--- src/rtl/tank_bullet_if.sv ---
// Bullet/hit link between the tank bullet controller (master) and the brick map (slave).
// The map reads the bullet box and returns hit flags that are sampled only on refresh_tick.
interface tank_bullet_if;
  logic [9:0] x_bullet_l;
  logic [9:0] x_bullet_r;
  logic [9:0] y_bullet_t;
  logic [9:0] y_bullet_b;
  logic       hit;
  logic       hit_target;

  modport master (
    output x_bullet_l, x_bullet_r, y_bullet_t, y_bullet_b,
    input  hit, hit_target
  );

  modport slave (
    input  x_bullet_l, x_bullet_r, y_bullet_t, y_bullet_b,
    output hit, hit_target
  );
endinterface

--- src/rtl/tank_bullet.sv ---
// Player tank bullet: launch on fire edge, fly one step per refresh_tick, explode on hit/wall, then park.
// Box updates the clk after the launch/move tick; no backpressure, fire edges outside IDLE are dropped.
module tank_bullet #(
  parameter int BULLET_SIZE   = 4,
  parameter int BULLET_SPEED  = 4,
  parameter int EXPLODE_TICKS = 8,
  parameter int X_MIN         = 32,
  parameter int X_MAX         = 607,
  parameter int Y_MIN         = 32,
  parameter int Y_MAX         = 447,
  parameter int PARK          = 1020
) (
  input  logic                 clk_50MHz,
  input  logic                 reset,
  input  logic [9:0]           x,
  input  logic [9:0]           y,
  input  logic                 refresh_tick,
  input  logic                 fire,
  input  logic [1:0]           dir,
  input  logic [9:0]           x_tank_l,
  input  logic [9:0]           x_tank_r,
  input  logic [9:0]           y_tank_t,
  input  logic [9:0]           y_tank_b,
  tank_bullet_if.master        bus,
  output logic                 bullet_active,
  output logic                 bullet_on,
  output logic                 explode_on,
  output logic [7:0]           shot_count
);

  typedef enum logic [1:0] {IDLE, FLYING, EXPLODE} state_t;

  localparam logic [10:0] SZ       = 11'(BULLET_SIZE);
  localparam logic [10:0] HALF     = 11'(BULLET_SIZE / 2);
  localparam logic [10:0] SPD      = 11'(BULLET_SPEED);
  localparam logic [10:0] XMIN     = 11'(X_MIN);
  localparam logic [10:0] XMAX     = 11'(X_MAX);
  localparam logic [10:0] YMIN     = 11'(Y_MIN);
  localparam logic [10:0] YMAX     = 11'(Y_MAX);
  localparam logic [10:0] PARK_C   = 11'(PARK);
  localparam logic [10:0] ONE      = 11'd1;
  localparam logic [10:0] PAD      = 11'((8 - BULLET_SIZE) / 2);
  localparam logic [10:0] SCR_MAX  = 11'd1023;
  localparam logic [7:0]  EXP_LAST = 8'(EXPLODE_TICKS - 1);

  state_t     state;
  logic [1:0] dir_r;
  logic       fire_q;
  logic       fire_pending;
  logic [7:0] exp_cnt;

  logic [10:0] mx, my;
  logic [10:0] l11, r11, t11, b11;
  logic [10:0] ln_l, ln_t;
  logic [10:0] mv_l, mv_t;
  logic        at_wall;
  logic [10:0] nxt_l, nxt_t;
  logic [10:0] ex_l, ex_r, ex_t, ex_b;
  logic        fire_edge, launch;

  assign l11 = 11'(bus.x_bullet_l);
  assign r11 = 11'(bus.x_bullet_r);
  assign t11 = 11'(bus.y_bullet_t);
  assign b11 = 11'(bus.y_bullet_b);

  assign fire_edge = fire & ~fire_q;
  assign launch    = (state == IDLE) && refresh_tick && fire_pending;

  // Launch point sits just outside the tank face, centred on the tank.
  always_comb begin
    mx   = (11'(x_tank_l) + 11'(x_tank_r)) >> 1;
    my   = (11'(y_tank_t) + 11'(y_tank_b)) >> 1;
    ln_l = mx - HALF;
    ln_t = my - HALF;
    case (dir)
      2'b00:   ln_t = 11'(y_tank_t) - SZ;
      2'b01:   ln_t = 11'(y_tank_b) + ONE;
      2'b10:   ln_l = 11'(x_tank_l) - SZ;
      default: ln_l = 11'(x_tank_r) + ONE;
    endcase
  end

  // Wall tests are rearranged to avoid subtracting below zero.
  always_comb begin
    mv_l    = l11;
    mv_t    = t11;
    at_wall = 1'b0;
    case (dir_r)
      2'b00: begin
        at_wall = t11 < (YMIN + SPD);
        mv_t    = at_wall ? YMIN : (t11 - SPD);
      end
      2'b01: begin
        at_wall = (b11 + SPD) > YMAX;
        mv_t    = at_wall ? (YMAX - SZ + ONE) : (t11 + SPD);
      end
      2'b10: begin
        at_wall = l11 < (XMIN + SPD);
        mv_l    = at_wall ? XMIN : (l11 - SPD);
      end
      default: begin
        at_wall = (r11 + SPD) > XMAX;
        mv_l    = at_wall ? (XMAX - SZ + ONE) : (l11 + SPD);
      end
    endcase
  end

  always_comb begin
    nxt_l = l11;
    nxt_t = t11;
    case (state)
      IDLE: begin
        if (launch) begin
          nxt_l = ln_l;
          nxt_t = ln_t;
        end
      end
      FLYING: begin
        if (refresh_tick && !(bus.hit || bus.hit_target)) begin
          nxt_l = mv_l;
          nxt_t = mv_t;
        end
      end
      EXPLODE: begin
        if (refresh_tick && (exp_cnt == EXP_LAST)) begin
          nxt_l = PARK_C;
          nxt_t = PARK_C;
        end
      end
      default: begin
        nxt_l = PARK_C;
        nxt_t = PARK_C;
      end
    endcase
  end

  always_ff @(posedge clk_50MHz or posedge reset) begin
    if (reset) begin
      state          <= IDLE;
      dir_r          <= 2'b00;
      fire_q         <= 1'b0;
      fire_pending   <= 1'b0;
      exp_cnt        <= 8'd0;
      shot_count     <= 8'd0;
      bullet_active  <= 1'b0;
      bus.x_bullet_l <= 10'(PARK_C);
      bus.x_bullet_r <= 10'(PARK_C + SZ - ONE);
      bus.y_bullet_t <= 10'(PARK_C);
      bus.y_bullet_b <= 10'(PARK_C + SZ - ONE);
    end else begin
      fire_q         <= fire;
      bus.x_bullet_l <= 10'(nxt_l);
      bus.x_bullet_r <= 10'(nxt_l + SZ - ONE);
      bus.y_bullet_t <= 10'(nxt_t);
      bus.y_bullet_b <= 10'(nxt_t + SZ - ONE);
      case (state)
        IDLE: begin
          if (launch) begin
            dir_r         <= dir;
            fire_pending  <= 1'b0;
            shot_count    <= shot_count + 8'd1;
            bullet_active <= 1'b1;
            state         <= FLYING;
          end else if (fire_edge) begin
            fire_pending <= 1'b1;
          end
        end
        FLYING: begin
          if (refresh_tick && (bus.hit || bus.hit_target || at_wall)) begin
            bullet_active <= 1'b0;
            state         <= EXPLODE;
          end
        end
        EXPLODE: begin
          if (refresh_tick) begin
            if (exp_cnt == EXP_LAST) begin
              exp_cnt <= 8'd0;
              state   <= IDLE;
            end else begin
              exp_cnt <= exp_cnt + 8'd1;
            end
          end
        end
        default: begin
          bullet_active <= 1'b0;
          state         <= IDLE;
        end
      endcase
    end
  end

  // Explosion box grows the bullet box by PAD on every side, clipped to the screen range.
  always_comb begin
    ex_l = (l11 >= PAD) ? (l11 - PAD) : 11'd0;
    ex_t = (t11 >= PAD) ? (t11 - PAD) : 11'd0;
    ex_r = ((r11 + PAD) > SCR_MAX) ? SCR_MAX : (r11 + PAD);
    ex_b = ((b11 + PAD) > SCR_MAX) ? SCR_MAX : (b11 + PAD);
  end

  assign bullet_on  = bullet_active &&
                      (x >= bus.x_bullet_l) && (x <= bus.x_bullet_r) &&
                      (y >= bus.y_bullet_t) && (y <= bus.y_bullet_b);

  assign explode_on = (state == EXPLODE) &&
                      (11'(x) >= ex_l) && (11'(x) <= ex_r) &&
                      (11'(y) >= ex_t) && (11'(y) <= ex_b);

endmodule

--- src/flat_wrapper.sv ---
// flat-port wrapper written by rule: the top's interface ports become plain ports
module tank_bullet_flat 
#(
  parameter int BULLET_SIZE   = 4,
  parameter int BULLET_SPEED  = 4,
  parameter int EXPLODE_TICKS = 8,
  parameter int X_MIN         = 32,
  parameter int X_MAX         = 607,
  parameter int Y_MIN         = 32,
  parameter int Y_MAX         = 447,
  parameter int PARK          = 1020
)
  (clk_50MHz, reset, x, y, refresh_tick, fire, dir, x_tank_l, x_tank_r, y_tank_t, y_tank_b, bullet_active, bullet_on, explode_on, shot_count, bus_x_bullet_l, bus_x_bullet_r, bus_y_bullet_t, bus_y_bullet_b, bus_hit, bus_hit_target);
  tank_bullet_if bus_i ();
  input  logic clk_50MHz;
  input  logic reset;
  input  logic [9:0] x;
  input  logic [9:0] y;
  input  logic refresh_tick;
  input  logic fire;
  input  logic [1:0] dir;
  input  logic [9:0] x_tank_l;
  input  logic [9:0] x_tank_r;
  input  logic [9:0] y_tank_t;
  input  logic [9:0] y_tank_b;
  output logic bullet_active;
  output logic bullet_on;
  output logic explode_on;
  output logic [7:0] shot_count;
  output wire logic [$bits(bus_i.x_bullet_l)-1:0] bus_x_bullet_l;
  output wire logic [$bits(bus_i.x_bullet_r)-1:0] bus_x_bullet_r;
  output wire logic [$bits(bus_i.y_bullet_t)-1:0] bus_y_bullet_t;
  output wire logic [$bits(bus_i.y_bullet_b)-1:0] bus_y_bullet_b;
  input wire logic [$bits(bus_i.hit)-1:0] bus_hit;
  input wire logic [$bits(bus_i.hit_target)-1:0] bus_hit_target;
  assign bus_x_bullet_l = bus_i.x_bullet_l;
  assign bus_x_bullet_r = bus_i.x_bullet_r;
  assign bus_y_bullet_t = bus_i.y_bullet_t;
  assign bus_y_bullet_b = bus_i.y_bullet_b;
  assign bus_i.hit = bus_hit;
  assign bus_i.hit_target = bus_hit_target;
  tank_bullet #(.BULLET_SIZE(BULLET_SIZE), .BULLET_SPEED(BULLET_SPEED), .EXPLODE_TICKS(EXPLODE_TICKS), .X_MIN(X_MIN), .X_MAX(X_MAX), .Y_MIN(Y_MIN), .Y_MAX(Y_MAX), .PARK(PARK)) u_core (.clk_50MHz(clk_50MHz), .reset(reset), .x(x), .y(y), .refresh_tick(refresh_tick), .fire(fire), .dir(dir), .x_tank_l(x_tank_l), .x_tank_r(x_tank_r), .y_tank_t(y_tank_t), .y_tank_b(y_tank_b), .bus(bus_i), .bullet_active(bullet_active), .bullet_on(bullet_on), .explode_on(explode_on), .shot_count(shot_count));
endmodule
--- config.mk ---
export PLATFORM = sky130hd
export DESIGN_NAME = tank_bullet_flat
export DESIGN_NICKNAME = d
export VERILOG_FILES = /design/src/rtl/tank_bullet_if.sv /design/src/rtl/tank_bullet.sv /design/src/flat_wrapper.sv
export SDC_FILE = /design/constraint.sdc
export NUM_CORES = 1
export LEC_CHECK = 0
export CAP_MARGIN = 20
export CORE_ASPECT_RATIO = 0.7
export CORE_MARGIN = 2
export CORE_UTILIZATION = 52
export DETAILED_ROUTE_END_ITERATION = 12
export PLACE_DENSITY_LB_ADDON = 0.3
export SLEW_MARGIN = 20
export SYNTH_ARGS = -nofsm -noshare
export SYNTH_HDL_FRONTEND = slang
export SYNTH_SLANG_ARGS = --single-unit
export TNS_END_PERCENT = 20
--- constraint.sdc ---
create_clock -name clk_50MHz -period 4.35 [get_ports clk_50MHz]
set_input_delay 0.87 -clock clk_50MHz [delete_from_list [all_inputs] [get_ports clk_50MHz]]
set_output_delay 0.87 -clock clk_50MHz [all_outputs]
set_load 0.1 [all_outputs]
==> results.json <==
{
  "netlist_area_mm2": 0.00909,
  "hold_buffers": 0,
  "max_slew_margin_pct": 33.1,
  "cp.required_ps": 3480,
  "die_width_um": 162,
  "grt_pass1_vias": 8790,
  "p_clk_share_pct": 9.0,
  "yosysUniqueCellTypes": 99,
  "ys_warn_count": 0,
  "min_from": "u_core.shot_count[7]",
  "most-common-layout-cells": "ha_1 (127), clkdlybuf4s50_1 (116), nand2_1 (110), buf_4 (82), a21oi_1 (76)",
  "remaining_drc_errors": 0,
  "diodes": 0,
  "rr_endpoint": "u_core.bus.x_bullet_r[6]",
  "start_util_pct": 53.1,
  "hold_path_class": "flop to flop",
  "period_share_pct": 112,
  "post-cts-setup-buffers": 0,
  "place_ws_ps": -223,
  "path_cells": "inv_2 -> ha_1 -> o211ai_1 -> nor4_1 -> a21oi_1 -> nor2_2 -> nor2_1 -> ha_1 -> nor2b_1 -> o21a_1 -> o21a_1 -> o21a_1 -> o21a_1 -> o211ai_1 -> a21oi_1 -> a211o_1 -> a2111oi_4 -> buf_12",
  "cpLargestDelayFamily": "compound AO/OA/AOI/OAI gates",
  "via_count": 9354,
  "rows": 40,
  "max_freq_ghz": 0.205,
  "grt_pass1_wl_um": 45700,
  "use_met3_pct": 6.88,
  "ir_drop_v": 0.000542,
  "grt_util_met1_pct": 45.4,
  "worstSetupEndpointType": "output pin",
  "p_sw_mw": 4.90,
  "grt_max_degree": 37,
  "antenna_found_initial": 0,
  "drt_pass1_iterations": 5,
  "synthesis.nets": 1326,
  "ys_ff_latch": 63,
  "reg2reg_depth": 15,
  "pin_count": 119,
  "period_needed_ps": 4880,
  "path_class": "flop to output pin",
  "final_max_slew_viol_count": 0,
  "worst_slack_ps": -531,
  "dp_hpwl_um": 22800,
  "grtUsageTotal_pct": 30.5,
  "die_h_um": 115,
  "clock_skew_ps": 10.1,
  "cts_max_path_buffers": 2,
  "synth_edf_count": 0,
  "clkLatencyLatePin_ps": 330,
  "cts_htree_levels": 3,
  "grtUsageMet2_pct": 44.7,
  "holdPathEnd": "u_core.shot_count[7]",
  "rsz0062_at_grt": "true",
  "wl_per_cell_um": 18.2,
  "path_max_fanout": 7,
  "dieArea_mm2": 0.0186,
  "clk_pin_slew_worst_paths_ps": 50,
  "tightestPinTransition_ps": 1000,
  "worstPathArrival_ps": 4010,
  "drt-total-wl_um": 27800,
  "critPathMostFrequentCell": "o21a_1",
  "grt_overflow": 0,
  "sw_frac_of_total_pct": 56.2,
  "violations": "negative setup slack",
  "power.internal_mw": 3.82,
  "final_util_pct": 66.5,
  "vias_per_cell": 6.11,
  "power_frac_comb_pct": 74.5,
  "avgSynthCellArea_um2": 8.06,
  "area_growth_pct": 25.3,
  "r2r_slack_ps": 520,
  "final_hold_viol_count": 0,
  "async_flop_share_pct": 100,
  "drv_cap": 0,
  "coreArea_mm2": 0.0171,
  "leakagePower_nw": 4.84,
  "gp_congestion": 0.938,
  "p_per_area_mw_per_mm2": 766,
  "root_buffer": "clkbuf_16",
  "critPathMaxStageDelay_ps": 650,
  "synthCells": 1128,
  "cts_tree": "built",
  "antenna_left": 0,
  "cts_sinks": 63,
  "setup_viol": 1,
  "final_common_cell": "ha_1",
  "drive_gt1_share_pct": 14.6,
  "grt_busiest_layer": "met1",
  "fin_nets": 1493,
  "critPathLaunchType": "flop",
  "cp_num_buf_inv": 2,
  "seqPwrFrac_pct": 16.5,
  "r2r-start": "u_core.bus.x_bullet_r[2]",
  "cts_made_buffers": 9,
  "synth_ff_type": "dfstp_2",
  "io_buffers": 118,
  "drt_iter0_markers": 712,
  "critical_path.slowest_cell": "dfstp_4",
  "hold_depth": 1,
  "status": "finished with violations",
  "synth-seq-area-share_pct": 17.8
}
-- final cells by class --
type | count | area, um^2
sequential | 63 | 1650
inverter | 67 | 251
tap | 231 | 289
timing repair buffer | 200 | 1820
clock inverter | 2 | 35.0
clock buffer | 14 | 295
fill | 1479 | 5730
multi-input combinational | 954 | 7060
-- cells in the mapped netlist (13+ instances only) --
master	instances	area [um^2]
nor2b_1	13	81.3
nand4_1	36	225
dfrtp_1	27	676
nor4_1	15	93.8
a21o_1	32	240
ha_1	128	1600
inv_1	64	240
o21ai_0	42	210
and3_1	15	93.8
a21oi_1	76	380
nor3_1	23	115
clkbuf_1	21	78.8
mux2i_1	15	150
dfstp_2	36	946
o211ai_1	15	113
xor2_1	25	219
nand2_1	110	413
nand2b_1	19	119
xnor2_1	69	604
o21a_1	13	97.6
buf_2	16	80.1
nor2_1	72	270
nand3_1	43	215
-- power groups by stage --
stage / combinational, mW / clock (mW) / sequential, mW
floorplan: 3.29 / 0 / 2.73
global placement: 6.28 / 0 / 1.42
detailed placement: 6.39 / 0 / 1.42
CTS: 6.43 / 0.790 / 1.42
global route: 7.03 / 0.818 / 1.48
finish: 6.50 / 0.785 / 1.44
-- sequential cells by signal (all words and copies together) (netlist names) --
signal / flops
u_core.bus.y_bullet_t: 10
u_core.state: 2
u_core.exp_cnt: 8
u_core.fire_q: 1
u_core.bullet_active: 1
u_core.dir_r: 2
u_core.bus.x_bullet_l: 10
u_core.shot_count: 8
u_core.bus.y_bullet_b: 10
u_core.fire_pending: 1
u_core.bus.x_bullet_r: 10
-- worst max path at each step --
stage                                        start    endpoint  slack [ps]  depth (start not counted)
after floorplan           u_core.bus.x_bullet_r[4]  explode_on       -1130                         18
after global placement    u_core.bus.x_bullet_r[1]  explode_on        -140                         18
after detailed placement  u_core.bus.x_bullet_r[1]  explode_on        -220                         18
after CTS                 u_core.bus.x_bullet_r[1]  explode_on        -560                         18
after global routing      u_core.bus.x_bullet_r[1]  explode_on        -790                         18
final                     u_core.bus.x_bullet_r[1]  explode_on        -530                         18
-- kinds of logic after synthesis --
family | after synthesis | synth area share [%]
flip-flops | 63 | 17.8
adder cells (fa/ha/maj) | 131 | 18.2
XOR/XNOR | 95 | 9.30
multiplexers | 16 | 1.78
AO/OA/AOI/OAI | 300 | 23.7
AND/OR/NAND/NOR | 412 | 24.1
buffers and inverters | 111 | 5.11
-- timing repair --
item | CTS | global route
hold endpoints to repair | 0 | 0
gates resized for setup | 2 | 0
setup endpoints to repair | 2 | 2
-- metrics by stage --
step	power, mW	hold WS, ps	TNS [ps]	instances	area (um^2)
2_1_floorplan	6.02	447	-1910	1128	9190
3_3_place_gp	7.70	466	-142	1515	11100
3_5_place_dp	7.81	468	-227	1515	11100
4_1_cts	8.64	481	-556	1531	11400
5_1_grt	9.33	506	-852	1531	11400
6_report	8.72	476	-531	1531	11400
-- worst reg2reg max path: cells and delay by family, from the launching register on --
kind	cells	cell delay, ps
flops	1	650
compound gates	5	1280
xor+xnor	1	210
fa+ha+maj	2	570
buf+inv	2	200
simple gates	5	850
-- metal layers --
layer	routed length, um	up-vias
li1	-	4515
met1	13300	4363
met3	2590	36
met2	11400	440
met5	0	-
met4	457	0
Note: power is estimated with default switching activity, not from simulation.
==> variant 1, RTL diff (config.mk and constraints unchanged) <==
The localparam `SCR_MAX` goes from 11'd1023 to 11'd511.
--- a/src/rtl/tank_bullet.sv
+++ b/src/rtl/tank_bullet.sv
@@ -41,5 +41,5 @@
   localparam logic [10:0] ONE      = 11'd1;
   localparam logic [10:0] PAD      = 11'((8 - BULLET_SIZE) / 2);
-  localparam logic [10:0] SCR_MAX  = 11'd1023;
+  localparam logic [10:0] SCR_MAX  = 11'd511;
   localparam logic [7:0]  EXP_LAST = 8'(EXPLODE_TICKS - 1);
 
Check against the original RTL: not equivalent (Yosys sat finds a counterexample within 4 cycles, from zero or initial values and one cycle with reset high).
==> variant 1 against the unedited design <==
- utilization is 1.4 points higher
- area after synthesis down 1.1%
- largest power group unchanged
- largest cell class unchanged
- hold slack worse by 0.011 ns
- the flow still finishes with violations (setup timing)
- sequential cell count unchanged
- cell area grew 1.9%
- non-clock buffer count grew 13
- critical endpoint unchanged
- register-to-register slack better by 0.08 ns
- critical path depth unchanged
- via count increased by 0.19%
- synthesized cell count up 0.89%
- worst setup slack worse by 0.065 ns
- wire length up 2.9%
- power up 4.4%
==> variant 1: results (changes against the unedited design) <==
* Vias in the first global route at 8615 (-2.0%)
* Worst slack, placed at -0.404 ns (-0.182 ns)
* Layout clock buffers at 11 (-3)
* Final worst slack at -0.597 ns (-0.0652 ns)
* Slowest stage delay, CP at 0.41 ns (-0.24 ns)
* YS warnings at 0 (unchanged)
* Drt via density at 6.03 (-1.2%)
* Net Sw Power at 5.04 mW (+2.8%)
* First-pass GRT wire length at 45800 um (+0.36%)
* Violated checks: setup timing
* Share of cells above drive strength 1 at 0.164 (+0.0180)
* Top cells by area, synth: ha_1, dfstp_2, dfrtp_1, xnor2_1, a21oi_1
* Register area at 0.00166 mm2 (+0.76%)
* Status: complete, but fails checks
* FILL cells at 1387 (-6.2%)
* Routed wire per std cell at 18.4 um (+1.4%)
* Worst Tran Pin Value at 0.998 ns (-0.00134 ns)
* Seq area share at 0.143 (-0.00156)
* Dpl cells at 1535 (+1.3%)
* LEAKAGE at 5.02 nW (+3.9%)
* CP Max Fanout at 2 (-5)
* Post-synth top cells: ha_1, nand2_1, nor2_1
* Tot GR Track Use at 0.310 (+0.00496)
* Die width at 161 um (-0.54%)
* Final setup violation count at 2 (+1)
* Total Power Consumption at 9.11 mW (+4.4%)
* Dpl hpwl at 23100 um (+1.3%)
* TritonRoute pass-1 iters at 6 (+1)
* Multi-input gate area at 0.00710 mm2 (+0.69%)
* Multi-input gate count at 960 (+0.63%)
* Clock-net power at 0.910 mW (+16%)
* RD Place Congestion at 1.01 (+7.6%)
* Final hold slack at 0.466 ns (-0.0107 ns)
* Cell variety after synth at 100 (+1.0%)
* Post-DP Area at 0.0111 mm2 (+0.39%)
* Non-filler cells, final at 1553 (+1.4%)
* Setup slack, reg-to-reg at 0.60 ns (+0.08 ns)
* Non-clock buffer count in the final layout at 213 (+6.5%)
* Largest net degree at the start of global routing at 42 (+14%)
* P_comb at 6.83 mW (+5.1%)
* Non-clk buf share at 0.165 (+0.00550)
* FF-to-FF End: u_core.bus.y_bullet_b[6]
* Iter 0 DRT Violations at 1038 (+46%)
* Signal inverters at 70 (+4.5%)
* Crit path from: u_core.bus.x_bullet_l[1]
-- variant 1: cell count changes after synthesis, sizes merged, moves of 6 or more --
| cell | change |
|---|---|
| xnor2 | -6 |
| o21a | +6 |
| o211ai | -9 |
| nand2b | +6 |
| xor2 | +8 |
| o31ai | -8 |
| a21o | -14 |
| nand3 | +7 |
| nand4 | -6 |
| nor2 | +9 |
| mux2i | -6 |
-- variant 1: cell families after synthesis --
group / share of synthesized area
AOI/OAI and AO/OA: 0.222
xor gates and xnor gates: 0.0960
adders and majority gates: 0.183
buffers and inverters: 0.0529
DFF: 0.180
muxes: 0.0113
other: 0.000417
and+or+nand+nor: 0.254
-- variant 1: metal layers --
metal  GRT usage  wire length (um)  vias up
li1            -                 -     4531
met1       0.473             13700     4348
met4      0.0530               265        0
met2       0.464             12000      465
met3      0.0502              2630       28
met5           0                 0        -
-- variant 1: timing repair --
action,CTS,global route
setup buffers,1,1
gates resized for setup,9,16
pin swaps,10,6
hold buffers,0,0
endpoints found under the setup margin,2,2
==> variant 2, RTL diff (same settings) <==
Made on the original files. Add an input register stage for `x_tank_r`, with the module's reset; this delays it by one clock. The other inputs are not delayed to match.
--- a/src/rtl/tank_bullet.sv
+++ b/src/rtl/tank_bullet.sv
@@ -44,4 +44,14 @@
   localparam logic [7:0]  EXP_LAST = 8'(EXPLODE_TICKS - 1);
 
+  logic [9:0] x_tank_r_q;
+
+  always_ff @(posedge clk_50MHz or posedge reset) begin
+    if (reset) begin
+      x_tank_r_q <= '0;
+    end else begin
+      x_tank_r_q <= x_tank_r;
+    end
+  end
+
   state_t     state;
   logic [1:0] dir_r;
@@ -69,5 +79,5 @@
   // Launch point sits just outside the tank face, centred on the tank.
   always_comb begin
-    mx   = (11'(x_tank_l) + 11'(x_tank_r)) >> 1;
+    mx   = (11'(x_tank_l) + 11'(x_tank_r_q)) >> 1;
     my   = (11'(y_tank_t) + 11'(y_tank_b)) >> 1;
     ln_l = mx - HALF;
@@ -77,5 +87,5 @@
       2'b01:   ln_t = 11'(y_tank_b) + ONE;
       2'b10:   ln_l = 11'(x_tank_l) - SZ;
-      default: ln_l = 11'(x_tank_r) + ONE;
+      default: ln_l = 11'(x_tank_r_q) + ONE;
     endcase
   end
Behaviour: not the same (a bounded check fails within 4 cycles, from zero or initial values and one cycle with reset high).
==> variant 2 against the unedited design <==
- the run still ends with setup timing left
- sequential cell count grew 10
- first-iteration DRC count grew 45%
- power grew 3.7%
- area after synthesis grew 1.7%
- wire length grew 4.4%
- register-to-register slack gained 0.10 ns
- worst setup slack lost 0.027 ns
- combinational power grew 4.2%
- utilization grew 1.7 points
- critical path depth is the same
- cell area grew 3.4%
- maximum frequency shrank 0.56%
- non-clock buffer count grew 11
- critical path type unchanged
==> variant 2: results (changes against the unedited design) <==
* Peak VDD IR at 0.578 mV (+6.6%)
* Worst Tran Pin Value at 0.978 ns (-0.0222 ns)
* Iter 0 DRT Violations at 1030 (+45%)
* Total CTS buffers at 9 (unchanged)
* Clock skew at 0.00776 ns (-0.00235 ns)
* Adder-cell share of the synthesized area at 0.177 (-0.00415)
* RD Place Congestion at 0.965 (+2.9%)
* Cell variety after synth at 83 (-16%)
* CP arrival at 4.04 ns (+0.03 ns)
* Clock slew seen by the registers of the worst setup and hold paths at 0.06 ns
* Metal2 WL at 12100 um (+6.1%)
* Final setup violation count at 1 (unchanged)
* Antenna Violating Nets Remaining at 0 (unchanged)
* CP Max Fanout at 7 (unchanged)
* Seq/Total Area, Yosys at 0.202 (+0.0240)
* Post-synth top cells: ha_1, nand2_1, a21oi_1
* Hold Path Class: flop to flop
* Largest net degree at the start of global routing at 29 (-22%)
* Final worst slack at -0.559 ns (-0.0274 ns)
* Mux contribution to synthesized area at 0.0111 (-0.00666)
* Tot GR Track Use at 0.311 (+0.00566)
* CTS root buffer: clkbuf_16
* Initial antenna violation count at 0 (unchanged)
* Max stage delay cell, worst path: dfstp_4
* Post-synth ARST share at 1.00 (unchanged)
* Routed wire per std cell at 18.2 um (+0.42%)
* Post-synthesis compound-gate area fraction at 0.220 (-0.0174)
* Xor and xnor area share after synthesis at 0.0981 (+0.00506)
* M1 WL at 13900 um (+3.9%)
* Main synth FF type: dfrtp_1
* First-pass GRT wire length at 46800 um (+2.5%)
* Switching portion of total power at 0.569 (+0.00712)
* Slowest stage delay, CP at 0.69 ns (+0.04 ns)
* LEAKAGE at 5.05 nW (+4.5%)
* Share of cells above drive strength 1 at 0.147 (+0.000905)
* Vias in the first global route at 9075 (+3.2%)
* Violated checks: setup timing
* TritonRoute pass-1 iters at 6 (+1)
* I/O Buffers at 118 (unchanged)
* Worst reg2reg path depth at 14 (-1)
* Crit-path leading delay family: compound AO/OA/AOI/OAI gates
* Antenna cells at 0 (unchanged)
* Status: complete, but fails checks
* Syn_nets at 1374 (+3.6%)
* Maximum root-to-sink buffer count at 2 (unchanged)
* Drt via density at 6.09 (-0.30%)
* Top Layer Used: met4
* Nets at 1553 (+4.0%)
* Worst-Skew Late Latency at 0.35 ns (+0.02 ns)
* Hold Path Depth at 1 (unchanged)
* Worst slack, placed at -0.268 ns (-0.0457 ns)
* H-tree depth at 3 (unchanged)
* Met3 wire length at 2660 um (+2.7%)
* Setup TNS at -0.559 ns (-0.0274 ns)
* YS warnings at 0 (unchanged)
* Dpl hpwl at 23400 um (+2.8%)
* Top cells by area, synth: ha_1, dfstp_2, dfrtp_1, xnor2_1, nand2_1
-- variant 2: power groups by stage --
stage          clock, mW  combinational [mW]  sequential, mW
6_report           0.716                6.77            1.55
5_1_grt            0.749                7.28            1.59
4_1_cts            0.723                6.64            1.53
3_5_place_dp           0                6.55            1.55
3_3_place_gp           0                6.41            1.53
2_1_floorplan          0                3.18            2.99
-- variant 2: final cells by class --
cell class	instances	area, um2
multi-input cells	985	7100
clock inverters	4	26.3
flip-flops and latches	73	1920
fillers	1453	5490
inverters	75	284
clock buffers	12	256
repair buffers	211	1900
well taps	231	289
-- variant 2: logic make-up after synthesis --
| family | after synthesis |
|---|---|
| adders and majority gates | 130 |
| AOI/OAI and AO/OA | 304 |
| xor gates and xnor gates | 102 |
| muxes | 10 |
| DFF | 73 |
| buffers and inverters | 118 |
| and+or+nand+nor | 439 |
-- variant 2: layer usage --
layer  up-vias  global-route usage
met5         -                   0
met1      4525               0.466
met2       474               0.469
met3        39              0.0580
met4         0              0.0572
li1       4653                   -
-- variant 2: worst paths after layout --
kind | startpoint | end | slack (ns)
max in group asynchronous | reset | u_core.bus.y_bullet_b[0] | 2.58
worst max register to register | u_core.bus.y_bullet_b[2] | u_core.bus.y_bullet_b[6] | 0.62
worst min-delay path | u_core.shot_count[7] | u_core.shot_count[7] | 0.47
worst max-delay path | u_core.bus.x_bullet_r[2] | explode_on | -0.56
min in group asynchronous | reset | u_core.dir_r[0] | 0.95
worst min register to register | u_core.shot_count[7] | u_core.shot_count[7] | 0.47
-- variant 2: what timing repair did --
action | 4_1_cts | 5_1_grt
resized for setup | 5 | 8
setup endpoints to repair | 1 | 2
pin swaps | 13 | 8
cloned | 0 | 0
setup buffers | 4 | 0
-- variant 2: stage by stage --
| step | instances | area (um2) | util |
|---|---|---|---|
| 6_report | 1591 | 11800 | 0.682 |
| 5_1_grt | 1591 | 11800 | 0.682 |
| 4_1_cts | 1591 | 11800 | 0.681 |
| 3_5_place_dp | 1571 | 11400 | 0.661 |
| 3_3_place_gp | 1571 | 11400 | 0.661 |
| 2_1_floorplan | 1176 | 9430 | - |
